**src/rtl/linear_pkg.sv**
```systemverilog
// Shared types and arithmetic helpers for the linear_seq layer.
package linear_pkg;

  typedef enum logic [1:0] {
    S_IDLE,
    S_MAC,
    S_ROUND,
    S_DONE
  } state_t;

  // Widest accumulator and result the rounding helper handles; callers
  // sign-extend into these and slice the result back down.
  localparam int ACC_MAX = 128;
  localparam int RES_MAX = 64;

  typedef struct packed {
    logic                      sat;
    logic signed [RES_MAX-1:0] value;
  } round_t;

  // Bits needed to sum in_dim full-width products plus a shifted bias.
  function automatic int acc_width(input int in_dim, input int width);
    return 2 * width + $clog2(in_dim) + 1;
  endfunction

  // Round half away from zero, drop frac bits, clamp to a width-bit signed range.
  function automatic round_t round_sat(input logic signed [ACC_MAX-1:0] acc,
                                       input int frac, input int width);
    logic signed [ACC_MAX-1:0] half;
    logic signed [ACC_MAX-1:0] mag;
    logic signed [ACC_MAX-1:0] r;
    logic signed [ACC_MAX-1:0] hi;
    logic signed [ACC_MAX-1:0] lo;
    round_t res;
    half = (frac > 0) ? (ACC_MAX'(1) << (frac - 1)) : '0;
    if (acc[ACC_MAX-1]) begin
      mag = -acc;
      r   = -((mag + half) >>> frac);
    end else begin
      r = (acc + half) >>> frac;
    end
    hi        = (ACC_MAX'(1) << (width - 1)) - ACC_MAX'(1);
    lo        = -(ACC_MAX'(1) << (width - 1));
    res.sat   = 1'b0;
    res.value = r[RES_MAX-1:0];
    if (r > hi) begin
      res.sat   = 1'b1;
      res.value = hi[RES_MAX-1:0];
    end else if (r < lo) begin
      res.sat   = 1'b1;
      res.value = lo[RES_MAX-1:0];
    end
    return res;
  endfunction

endpackage

```
**src/rtl/mac_lane.sv**
```systemverilog
// One multiply-accumulate lane: loads bias<<FRAC, then adds one product per enabled cycle.
module mac_lane #(
  parameter int WIDTH = 16,
  parameter int FRAC  = 8,
  parameter int ACC_W = 35
) (
  input  logic                    clk,
  input  logic                    rst,
  input  logic                    load,
  input  logic                    en,
  input  logic signed [WIDTH-1:0] bias,
  input  logic signed [WIDTH-1:0] w,
  input  logic signed [WIDTH-1:0] x,
  output logic signed [ACC_W-1:0] acc
);

  logic signed [2*WIDTH-1:0] prod;

  // Full-precision signed product of the current weight and input element.
  always_comb prod = w * x;

  // Accumulator: bias load takes priority over accumulation.
  // NOTE: sequential state uses <= so every flop samples pre-edge values.
  always_ff @(posedge clk or posedge rst) begin
    if (rst)       acc <= '0;
    else if (load) acc <= ACC_W'(bias) <<< FRAC;
    else if (en)   acc <= acc + ACC_W'(prod);
  end

endmodule

```
**src/rtl/linear_seq.sv**
```systemverilog
// Sequential fixed-point dense layer: out = round_sat(W * in + bias), LANES rows at a time.
module linear_seq
  import linear_pkg::*;
#(
  parameter int IN_DIM  = 4,
  parameter int OUT_DIM = 4,
  parameter int WIDTH   = 16,
  parameter int FRAC    = 8,
  parameter int LANES   = 1,
  parameter int RELU    = 0,
  localparam int AW     = (OUT_DIM * IN_DIM > 1) ? $clog2(OUT_DIM * IN_DIM) : 1
) (
  input  logic                       clk,
  input  logic                       rst,
  input  logic                       in_valid,
  output logic                       in_ready,
  input  logic [IN_DIM*WIDTH-1:0]    in_vec,
  output logic                       out_valid,
  input  logic                       out_ready,
  output logic [OUT_DIM*WIDTH-1:0]   out_vec,
  input  logic                       wr_en,
  input  logic                       wr_bias,
  input  logic [AW-1:0]              wr_addr,
  input  logic [WIDTH-1:0]           wr_data,
  output logic                       sat
);

  localparam int G     = OUT_DIM / LANES;
  localparam int NW    = OUT_DIM * IN_DIM;
  localparam int ACC_W = acc_width(IN_DIM, WIDTH);
  localparam int KW    = (IN_DIM > 1) ? $clog2(IN_DIM) : 1;
  localparam int GW    = (G > 1) ? $clog2(G) : 1;

  if (OUT_DIM % LANES != 0) begin : g_bad_lanes
    $error("linear_seq: OUT_DIM must be a multiple of LANES");
  end
  if (ACC_W > ACC_MAX || WIDTH > RES_MAX) begin : g_bad_width
    $error("linear_seq: operand width exceeds rounding helper range");
  end

  state_t                    state, state_nx;
  logic [KW-1:0]             k;
  logic [GW-1:0]             grp;
  logic                      last_k, last_grp;
  logic                      accept, wr_ok, lane_load, lane_en;
  logic signed [WIDTH-1:0]   weight   [NW];
  logic signed [WIDTH-1:0]   bias     [OUT_DIM];
  logic signed [WIDTH-1:0]   bias_eff [OUT_DIM];
  logic signed [WIDTH-1:0]   x_reg    [IN_DIM];
  logic signed [WIDTH-1:0]   x_sel;
  logic signed [WIDTH-1:0]   w_sel    [LANES];
  logic signed [WIDTH-1:0]   b_sel    [LANES];
  logic signed [ACC_W-1:0]   acc      [LANES];
  round_t                    lane_rs  [LANES];
  logic [WIDTH-1:0]          lane_res [LANES];
  logic [LANES-1:0]          lane_sat;
  logic [LANES-1:0][RES_MAX-WIDTH-1:0] unused_rs_hi;

  assign last_k   = (k == KW'(IN_DIM - 1));
  assign last_grp = (grp == GW'(G - 1));

  // State register.
  always_ff @(posedge clk or posedge rst) begin
    if (rst) state <= S_IDLE;
    else     state <= state_nx;
  end

  // Next-state logic.
  // NOTE: every comb output gets a default first so no path infers a latch.
  always_comb begin
    state_nx = state;
    unique case (state)
      S_IDLE:  if (in_valid)  state_nx = S_MAC;
      S_MAC:   if (last_k)    state_nx = S_ROUND;
      S_ROUND: state_nx = last_grp ? S_DONE : S_MAC;
      S_DONE:  if (out_ready) state_nx = S_IDLE;
      default: state_nx = S_IDLE;
    endcase
  end

  // FSM outputs and handshake strobes.
  always_comb begin
    in_ready  = (state == S_IDLE);
    out_valid = (state == S_DONE);
    lane_en   = (state == S_MAC);
    accept    = in_ready & in_valid;
    wr_ok     = wr_en & in_ready;
    lane_load = accept | ((state == S_ROUND) & ~last_grp);
  end

  // Element and group counters.
  always_ff @(posedge clk or posedge rst) begin
    if (rst) begin
      k   <= '0;
      grp <= '0;
    end else begin
      if (lane_en) k <= last_k ? '0 : k + KW'(1);
      if (accept)                             grp <= '0;
      else if ((state == S_ROUND) && !last_grp) grp <= grp + GW'(1);
    end
  end

  // Weight and bias storage; writes land only while idle.
  // NOTE: parameter storage is reset because a cleared layer must compute zero.
  always_ff @(posedge clk or posedge rst) begin
    if (rst) begin
      for (int i = 0; i < NW; i++)      weight[i] <= '0;
      for (int r = 0; r < OUT_DIM; r++) bias[r]   <= '0;
    end else if (wr_ok) begin
      if (wr_bias) begin
        for (int r = 0; r < OUT_DIM; r++) if (wr_addr == AW'(r)) bias[r] <= wr_data;
      end else begin
        for (int i = 0; i < NW; i++)      if (wr_addr == AW'(i)) weight[i] <= wr_data;
      end
    end
  end

  // Captured input vector.
  always_ff @(posedge clk or posedge rst) begin
    if (rst) begin
      for (int j = 0; j < IN_DIM; j++) x_reg[j] <= '0;
    end else if (accept) begin
      for (int j = 0; j < IN_DIM; j++) x_reg[j] <= in_vec[j*WIDTH +: WIDTH];
    end
  end

  // Bias forwarding so a bias write on the accept edge feeds the first group load.
  always_comb begin
    for (int r = 0; r < OUT_DIM; r++)
      bias_eff[r] = (wr_ok && wr_bias && wr_addr == AW'(r)) ? wr_data : bias[r];
  end

  // Operand muxes: current input element, per-lane weight, per-lane bias to load.
  always_comb begin
    x_sel = '0;
    for (int j = 0; j < IN_DIM; j++) if (KW'(j) == k) x_sel = x_reg[j];
    for (int l = 0; l < LANES; l++) begin
      w_sel[l] = '0;
      b_sel[l] = '0;
      for (int i = 0; i < NW; i++)
        if (i == (int'(grp) * LANES + l) * IN_DIM + int'(k)) w_sel[l] = weight[i];
      for (int r = 0; r < OUT_DIM; r++)
        if (r == ((state == S_IDLE) ? l : (int'(grp) + 1) * LANES + l)) b_sel[l] = bias_eff[r];
    end
  end

  for (genvar l = 0; l < LANES; l++) begin : g_lane
    mac_lane #(
      .WIDTH (WIDTH),
      .FRAC  (FRAC),
      .ACC_W (ACC_W)
    ) u_lane (
      .clk  (clk),
      .rst  (rst),
      .load (lane_load),
      .en   (lane_en),
      .bias (b_sel[l]),
      .w    (w_sel[l]),
      .x    (x_sel),
      .acc  (acc[l])
    );
  end

  // Round, saturate and optionally rectify each lane's accumulator.
  always_comb begin
    for (int l = 0; l < LANES; l++) begin
      lane_rs[l]      = round_sat(ACC_MAX'(acc[l]), FRAC, WIDTH);
      lane_sat[l]     = lane_rs[l].sat;
      lane_res[l]     = lane_rs[l].value[WIDTH-1:0];
      unused_rs_hi[l] = lane_rs[l].value[RES_MAX-1:WIDTH];
      if (RELU != 0 && lane_res[l][WIDTH-1]) lane_res[l] = '0;
    end
  end

  // Result vector and sticky saturation flag, written group by group.
  always_ff @(posedge clk or posedge rst) begin
    if (rst) begin
      out_vec <= '0;
      sat     <= 1'b0;
    end else if (accept) begin
      sat <= 1'b0;
    end else if (state == S_ROUND) begin
      sat <= sat | (|lane_sat);
      for (int l = 0; l < LANES; l++)
        for (int r = 0; r < OUT_DIM; r++)
          if (r == int'(grp) * LANES + l) out_vec[r*WIDTH +: WIDTH] <= lane_res[l];
    end
  end

endmodule

```
**config.mk**
```make
export PLATFORM = sky130hd
export DESIGN_NAME = linear_seq
export DESIGN_NICKNAME = d
export VERILOG_FILES = /design/src/rtl/linear_pkg.sv /design/src/rtl/mac_lane.sv /design/src/rtl/linear_seq.sv
export SDC_FILE = /design/constraint.sdc
export NUM_CORES = 2
export LEC_CHECK = 0
export CAP_MARGIN = 20
export CELL_PAD_IN_SITES_DETAIL_PLACEMENT = 0
export CELL_PAD_IN_SITES_GLOBAL_PLACEMENT = 1
export CORE_MARGIN = 2
export CORE_UTILIZATION = 53
export CTS_CLUSTER_DIAMETER = 40
export DETAILED_ROUTE_END_ITERATION = 8
export GPL_TIMING_DRIVEN = 0
export PLACE_DENSITY = 0.91
export SYNTH_ARGS = -nofsm -noshare
export SYNTH_HDL_FRONTEND = slang
export SYNTH_HIERARCHICAL = 1
export SYNTH_SLANG_ARGS = --single-unit
```
**constraint.sdc**
```tcl
create_clock -name clk -period 30.7 [get_ports clk]
set_input_delay 9.21 -clock clk [delete_from_list [all_inputs] [get_ports clk]]
set_output_delay 9.21 -clock clk [all_outputs]
set_load 0.01 [all_outputs]
```
; ---- After elaboration in Yosys (flattened, before gate mapping)
; Index checks and enable logic that the tools add are counted.
[word_totals]
regBits = 490
latch_bits = 0
ramBits = 0
rom_bits = 0
in_bits = 90
output_inout_bits = 67
elab_cells = 185
mem_count = 0
[classes]
addsub = 9
n_mul = 1
div = 0
order_cmp = 2
eq_ne = 47
n_shift = 0
n_mux = 44
n_bitwise = 8
reduce_logical = 41
[op_table]
columns = op, count
row1 = $mux W16, 28
row2 = $eq A5 B32 Y1 const A, 7
row3 = $mux W65, 2
row4 = $add A128 B9 Y128 const B, 1
row5 = $eq A3 B32 Y1 const A, 4
row6 = $eq A4 B32 Y1 const A, 4
row7 = $gt A128 B16 Y1 const B, 1
row8 = $lt A128 B16 Y1 const B, 1
row9 = $mux W128, 1
row10 = $neg A120 Y128, 1
row11 = $neg A35 Y128, 1
row12 = $logic_not A32 Y1, 3
row13 = $reduce_and A3 Y1, 25
row14 = $mux W35, 2
row15 = $eq A2 B32 Y1 const A, 2
row16 = $add A35 B9 Y36 const B, 1
row17 = $add A35 B32 Y35, 1
row18 = $eq A4 B4 Y1 const B, 8
row19 = $mul A16 B16 Y32, 1
row20 = $mux W32, 1
row21 = $eq A4 B3 Y1 const B, 4
row22 = $mux W2, 7
row23 = $eq A2 B2 Y1 const A, 4
row24 = $eq A2 B2 Y1 const B, 4
row25 = other kinds (20), 38

; ---- Depth between registers and ports, before layout
[depth]
word_depth = 22
ltp_mapped = 44
ltp_nobuf = 39

; ---- Cells and area by module
; Netlist, hierarchy kept.
[modules_own_cells]
columns = module, n_inst, cells_each, area_each_um2, seq_area_each_um2
row1 = linear_seq, 1, 2579, 25787.2, 11385.9
row2 = mac_lane, 1, 1401, 13062.5, 875.8

; ---- Worst setup path before layout
; OpenSTA, ideal clock, no wires.
[synth_path]
path_kind = in2reg
start = in wr_addr[3]
end = reg g_lane[0].u_lane.acc[24]
setup_ns = 0.135
arrival_ns = 11.550
required_time_ns = 30.565
slack_ns = 19.015
stages = 9
path_buffers = 1
cell_sequence = nor4_1 -> nand2_1 -> mux2_2 -> nor2b_1 -> a31oi_1 -> o21ai_0 -> nor2b_1 -> dlygate4sd3_1 -> nor3_1
[synth_rtl]
columns = element, line
row1 = "start, declared", linear_seq.sv:23  ; input logic [AW-1:0] wr_addr,
row2 = "end signal, assigned", mac_lane.sv:26  ; else if (load) acc <= ACC_W'(bias) <<< FRAC;
row3 = "end signal, assigned", mac_lane.sv:27  ; else if (en) acc <= acc + ACC_W'(prod);
row4 = "end, declared", mac_lane.sv:14  ; output logic signed [ACC_W-1:0] acc

==> metrics.md <==
| Metric | Value |
|---|---|
| Simple-Gate Fraction of Synth Area | 15.0% |
| Crit-path slowest cell | a21oi_1 |
| Final Setup Violations | 0 |
| Final TNS setup | 0 ns |
| Post-synthesis mux area share | 12.3% |
| Clk slew on worst S/H paths | 0.06 ns |
| DRC viols | 0 |
| Largest net degree at the start of global routing | 121 |
| Vias in the first global route | 32.5k |
| #FFs+latches synth | 490 |
| CP endpoint | g_lane[0].u_lane/acc[29] |
| Initial Utilization | 53.4% |
| H-tree depth | 3 |
| Area growth, synth to finish | 14.6% |
| Synth top area share | about a third |
| Status | complete, no violations |
| Die height | 275 um |
| Critical path type | reg2reg |
| Layout cell share with drive strength beyond 1 | 14.7% |
| Synth unique cells | 109 |
| Full die area | 0.0755 mm^2 |
| Fin crit share | 45.6% |
| Compound-Gate Fraction of Synth Area | 11.4% |
| Synth Warn # | 6 |
| Post-Route WL | 119 mm |
| Most frequent cells after synthesis | dfrtp_1, nand2_1, inv_1 |
| Final Non-Filler Cells | 5,251 |
| Synth Cell Area | 0.0388 mm^2 |
| Row count | 99 |
| Post-route minimum period | 14.01 ns |
| Final Skew | ~0.025 ns |
| CP peak stage delay | a little over 0.9 ns |
| DR vias | 31.5k |
| Leading area contributor after synthesis | dfrtp_1 |
| CTS Buf Count | 76 |
| Clock root buffer | clkbuf_16 |
| Layout Nets | 4,776 |
| Main synth FF type | dfrtp_1 |
| Worst setup EP type | register |
| Slew @ Worst Pin | 1.24 ns |
| Number of flops mapped to enable cells by yosys | 0 |
| Main combinational cell family by area after synthesis | adder cells |
| Synthesized instance count | 3,980 |
| Reg-to-Reg Start | grp[0] |
| All-Layer GR Usage | 32.4% |
| Worst skew pair latency | around 0.63 ns |
| I/O pins | 157 |
| Adder-Cell Fraction of Synth Area | 20.7% |
| Clock sinks | 490 |
| Setup Fix Bufs, Post-CTS | 0 |
| CP dominant cell by count | inv_1 |
| Post-DRT Antenna Nets | 0 |
| HP Class | reg2reg |
| Starting DRT DRC Count | 3,037 |
| Vias per cell | 6.01 |
| Core area | 0.0727 mm^2 |
| Worst R2R Path Depth | 44 |
| Clk buf depth | 3 |
| Syn_area_per_cell | 9.76 um^2 |
| 1st-pass router iterations | 7 |
| Reg2Reg Setup Slack | 16.69 ns |
| Post-synth ARST share | 100% |
| First-pass GRT wire length | between 150 and 200 mm |
| Detailed Place HPWL | 92.4 mm |
| Dpl cells | 5,111 |
| Number of gates resized after CTS | 0 |
| Post-CTS Hold Buffers | 0 |
| Post-synth net total | 4,526 |
| Critical R2R Capture | g_lane[0].u_lane/acc[29] |
| Fmax | 0.0714 GHz |
| CTS tree | built |
| Max reg flops | 256 |
| GPL Wtd Cong | 0.985 |
| Wire per inst | 22.8 um |
| Rel. slew slack | 17.0% |
| Worst setup path startpoint | grp[0] |
| Most frequent cell after synthesis | dfrtp_1 |
| Seq/Total Area, Yosys | 31.6% |
| RSZ-0062 raised after global routing | false |
| Final hold vios | 0 |
| GRT overflow | 0 |
| Max Transition Viols Final | 0 |
| Max cap viols | 0 |
| CP Max Fanout | 11 |
| CP Launch Type | register |
| Chip width | 275 um |
| Initial antenna violation count | 2 |
| Dominant cells by area after synthesis | dfrtp_1, fa_1, mux2_2 |
| Critical Path AT | 14.54 ns |
| CP Data Required Time | approximately 31 ns |
| Synth Area in XOR/XNOR | 2.50% |
| Port Buffers | about 150 |
| Most flops, register | weight |
[how the worst min path moves through the flow]
stage	slack, ns	cells past startpoint	startpoint	end
finish	0.48	2	out_vec[49]	out_vec[49]
global route	0.50	2	out_vec[13]	out_vec[13]
CTS	0.48	2	out_vec[60]	out_vec[60]
detailed placement	0.47	2	out_vec[60]	out_vec[60]
global placement	0.46	2	out_vec[57]	out_vec[57]
floorplan	0.47	1	bias[48]	bias[48]
[placed cells by master (no fill, tap or decap), drive strengths merged, types with 36 or more instances in the layout]
cell / count
and2: 145
fa: 310
nand4: 39
ha: 146
buf: 43
mux2i: 44
nor2: 200
xnor2: 71
clkdlybuf4s50: 154
a211oi: 37
xor2: 39
a21oi: 179
a31oi: 36
nor3: 56
dfrtp: 490
mux2: 385
inv: 421
nor4: 56
nand3: 73
o21ai: 196
clkbuf: 327
nand2: 418
[logic make-up after synthesis]
kind of cell | after synthesis
AOI/OAI and AO/OA | 666
DFF | 490
buffers and inverters | 665
muxes | 429
xor gates and xnor gates | 110
adders and majority gates | 456
and+or+nand+nor | 1164
[metrics by stage]
stage	instance area (um^2)	hold slack [ns]	setup slack, ns	utilization (%)
final	44500	0.481	16.69	61.2
after global routing	44500	0.502	16.06	61.2
after CTS	44500	0.483	16.78	61.2
after detailed placement	41900	0.471	16.89	57.6
after global placement	41600	0.463	3.23	57.2
after floorplan	38800	0.465	8.81	-
[area by class of cell]
type,instances,area [um^2]
multi-input cells,2825,24000
inverters,413,1560
flip-flops and latches,490,12300
clock buffers,101,2170
clock inverters,38,480
well taps,959,1200
plain buffers,252,1010
diodes,1,2.50
fillers,6147,28200
repair buffers,172,1800
[worst max-delay path: cells and delay by family (launching register included)]
family / cells / cell delay (ns)
buffers and inverters: 12 / 3.10
DFF: 1 / 0.42
and+or+nand+nor: 6 / 1.12
adders and majority gates: 8 / 3.67
AOI/OAI and AO/OA: 17 / 5.39
xor gates and xnor gates: 1 / 0.16
[per-layer routing]
layer	up-vias	wire, um	GRT usage [%]
met4	0	5310	13.3
li1	14100	-	-
met1	15900	47500	42.1
met3	284	9100	5.33
met5	-	0	0
met2	1274	57500	54.0
Power is not shown: default switching activity piles up to over one toggle a cycle in this logic, so the estimate is an artifact.
==> variant (same flow settings) <==
Set the parameter `RELU` to 1 (it was 0).
--- a/src/rtl/linear_seq.sv
+++ b/src/rtl/linear_seq.sv
@@ -7,7 +7,7 @@
   parameter int WIDTH   = 16,
   parameter int FRAC    = 8,
   parameter int LANES   = 1,
-  parameter int RELU    = 0,
+  parameter int RELU    = 1,
   localparam int AW     = (OUT_DIM * IN_DIM > 1) ? $clog2(OUT_DIM * IN_DIM) : 1
 ) (
   input  logic                       clk,
Check against the original RTL: not settled (the Yosys comparison gave no result); the edit may change what the design does.
==> variant against the unedited design <==
- worst setup slack improved by 1700 ps
- non-clock buffer count rose by 3
- die area is 0.71% lower
- design area fell by 0.61%
- sequential cell count is 4 lower
- wire length shrank 0.54%
- area after synthesis fell by 0.72%
- largest cell class unchanged
- highest routed layer is now met5
Power is not shown: default switching activity piles up to over one toggle a cycle in this logic, so the estimate is an artifact.
==> variant: results (changes against the unedited design) <==
| Metric | Value |
|---|---|
| Layout fillers | `5,960 (-3.0%)` |
| M3 GR Usage | `6.491% (+1.2 points)` |
| Initial antenna violation count | `7 (+5)` |
| Proportion of layout cells with a drive suffix above 1 | `13.71% (-1.0 points)` |
| Clk_skew | `59.00 ps (+34.44 ps)` |
| M1 GR Usage | `43.49% (+1.4 points)` |
| Reg2reg path depth | `38 (-14%)` |
| First-pass GRT wire length | `187,900 um (+0.45%)` |
| Port Buf Inserts | `147 (-4.5%)` |
| Non-filler cells, final | `5,255 (+0.076%)` |
| Vias per inst | `5.971 (-0.57%)` |
| Max FO, Critical Path | `10 (-1)` |
| Detail Route met3 WL | `9122 um (+0.27%)` |
| WHS Endpoint | `bias[62]` |
| Synth area leaders | `dfrtp_1 32%, fa_1 16%, mux2_2 11%` |
| Rel. slew slack | `17.20% (+0.20 points)` |
| Final nets | `4,791 (+0.31%)` |
| Synth cell count leaders | `486 x dfrtp_1, 414 x inv_1, 380 x mux2_2` |
| Fmax | `0.08125 GHz (+14%)` |
| End of the worst register-to-register path | `g_lane[0].u_lane/acc[31]` |
| Largest net degree at the start of global routing | `116 (-4.1%)` |
| Vias in the first global route | `32,550 (+0.22%)` |
| Placement Cell Area | `41,530 um^2 (-0.80%)` |
| Yosys cell types | `91 (-17%)` |
| WP data arrival | `12,770 ps (-1770 ps)` |
| Flop2flop setup slack | `18,540 ps (+1850 ps)` |
| Met2 routed WL | `55,210 um (-4.0%)` |
| GRT Overall Usage | `32.49% (+0.091 points)` |
| Cells after DPL | `5,116 (+0.098%)` |
| Metal1 wirelength | `49,180 um (+3.5%)` |
| Cells after synthesis | `3,994 (+0.35%)` |
| Status | `complete, no violations` |
==> variant: cell count changes in the layout (fill, tap and decap cells not counted), moves of 18 or more <==
cell / delta
a21oi_1: +55
o21ai_1: -39
o21ai_0: +24
nor3_1: +18
nand2_1: -56
nor2_1: +55
==> variant: area by class of cell <==
cell class / count / area, um^2 / share of cell area (%)
sequential: 486 / 12160 / 27.49
clock buffer: 97 / 2102 / 4.752
timing repair buffer: 170 / 1744 / 3.943
tap: 950 / 1189 / 2.687
multi-input combinational: 2839 / 23850 / 53.90
antenna: 1 / 2.502 / 0.005657
clock inverter: 40 / 599.3 / 1.355
inverter: 415 / 1565 / 3.538
buffer: 257 / 1030 / 2.328
==> variant: worst max path at each step <==
stage                  from                       end  cells after the start
CTS                 wr_bias  g_lane[0].u_lane/acc[17]                     10
global route         grp[0]  g_lane[0].u_lane/acc[33]                     40
global placement        rst                 x_reg[33]                      2
detailed placement  wr_bias  g_lane[0].u_lane/acc[17]                     10
finish              wr_bias  g_lane[0].u_lane/acc[17]                     10
floorplan               rst                   bias[0]                      1
==> variant: logic make-up (layout without fill, tap and decap cells) <==
logic type	Yosys count	after routing	synth area share, %
compound gates	686	686	11.13
xor+xnor	110	110	2.498
fa+ha+maj	456	456	20.83
buf+inv	672	979	6.705
flops	486	486	31.53
mux	414	414	11.98
other cells	1	5	0.009723
simple gates	1169	1169	15.32
==> variant: critical path: stages <==
cell and delay (ps):
clkdlybuf4s50_1 600, nand4_1 210, nor3_1 820, clkbuf_1 560, mux2_2 410, nor2b_1 140, a31oi_1 210, o21ai_0 260
a21oi_1 260, o21ai_0 110
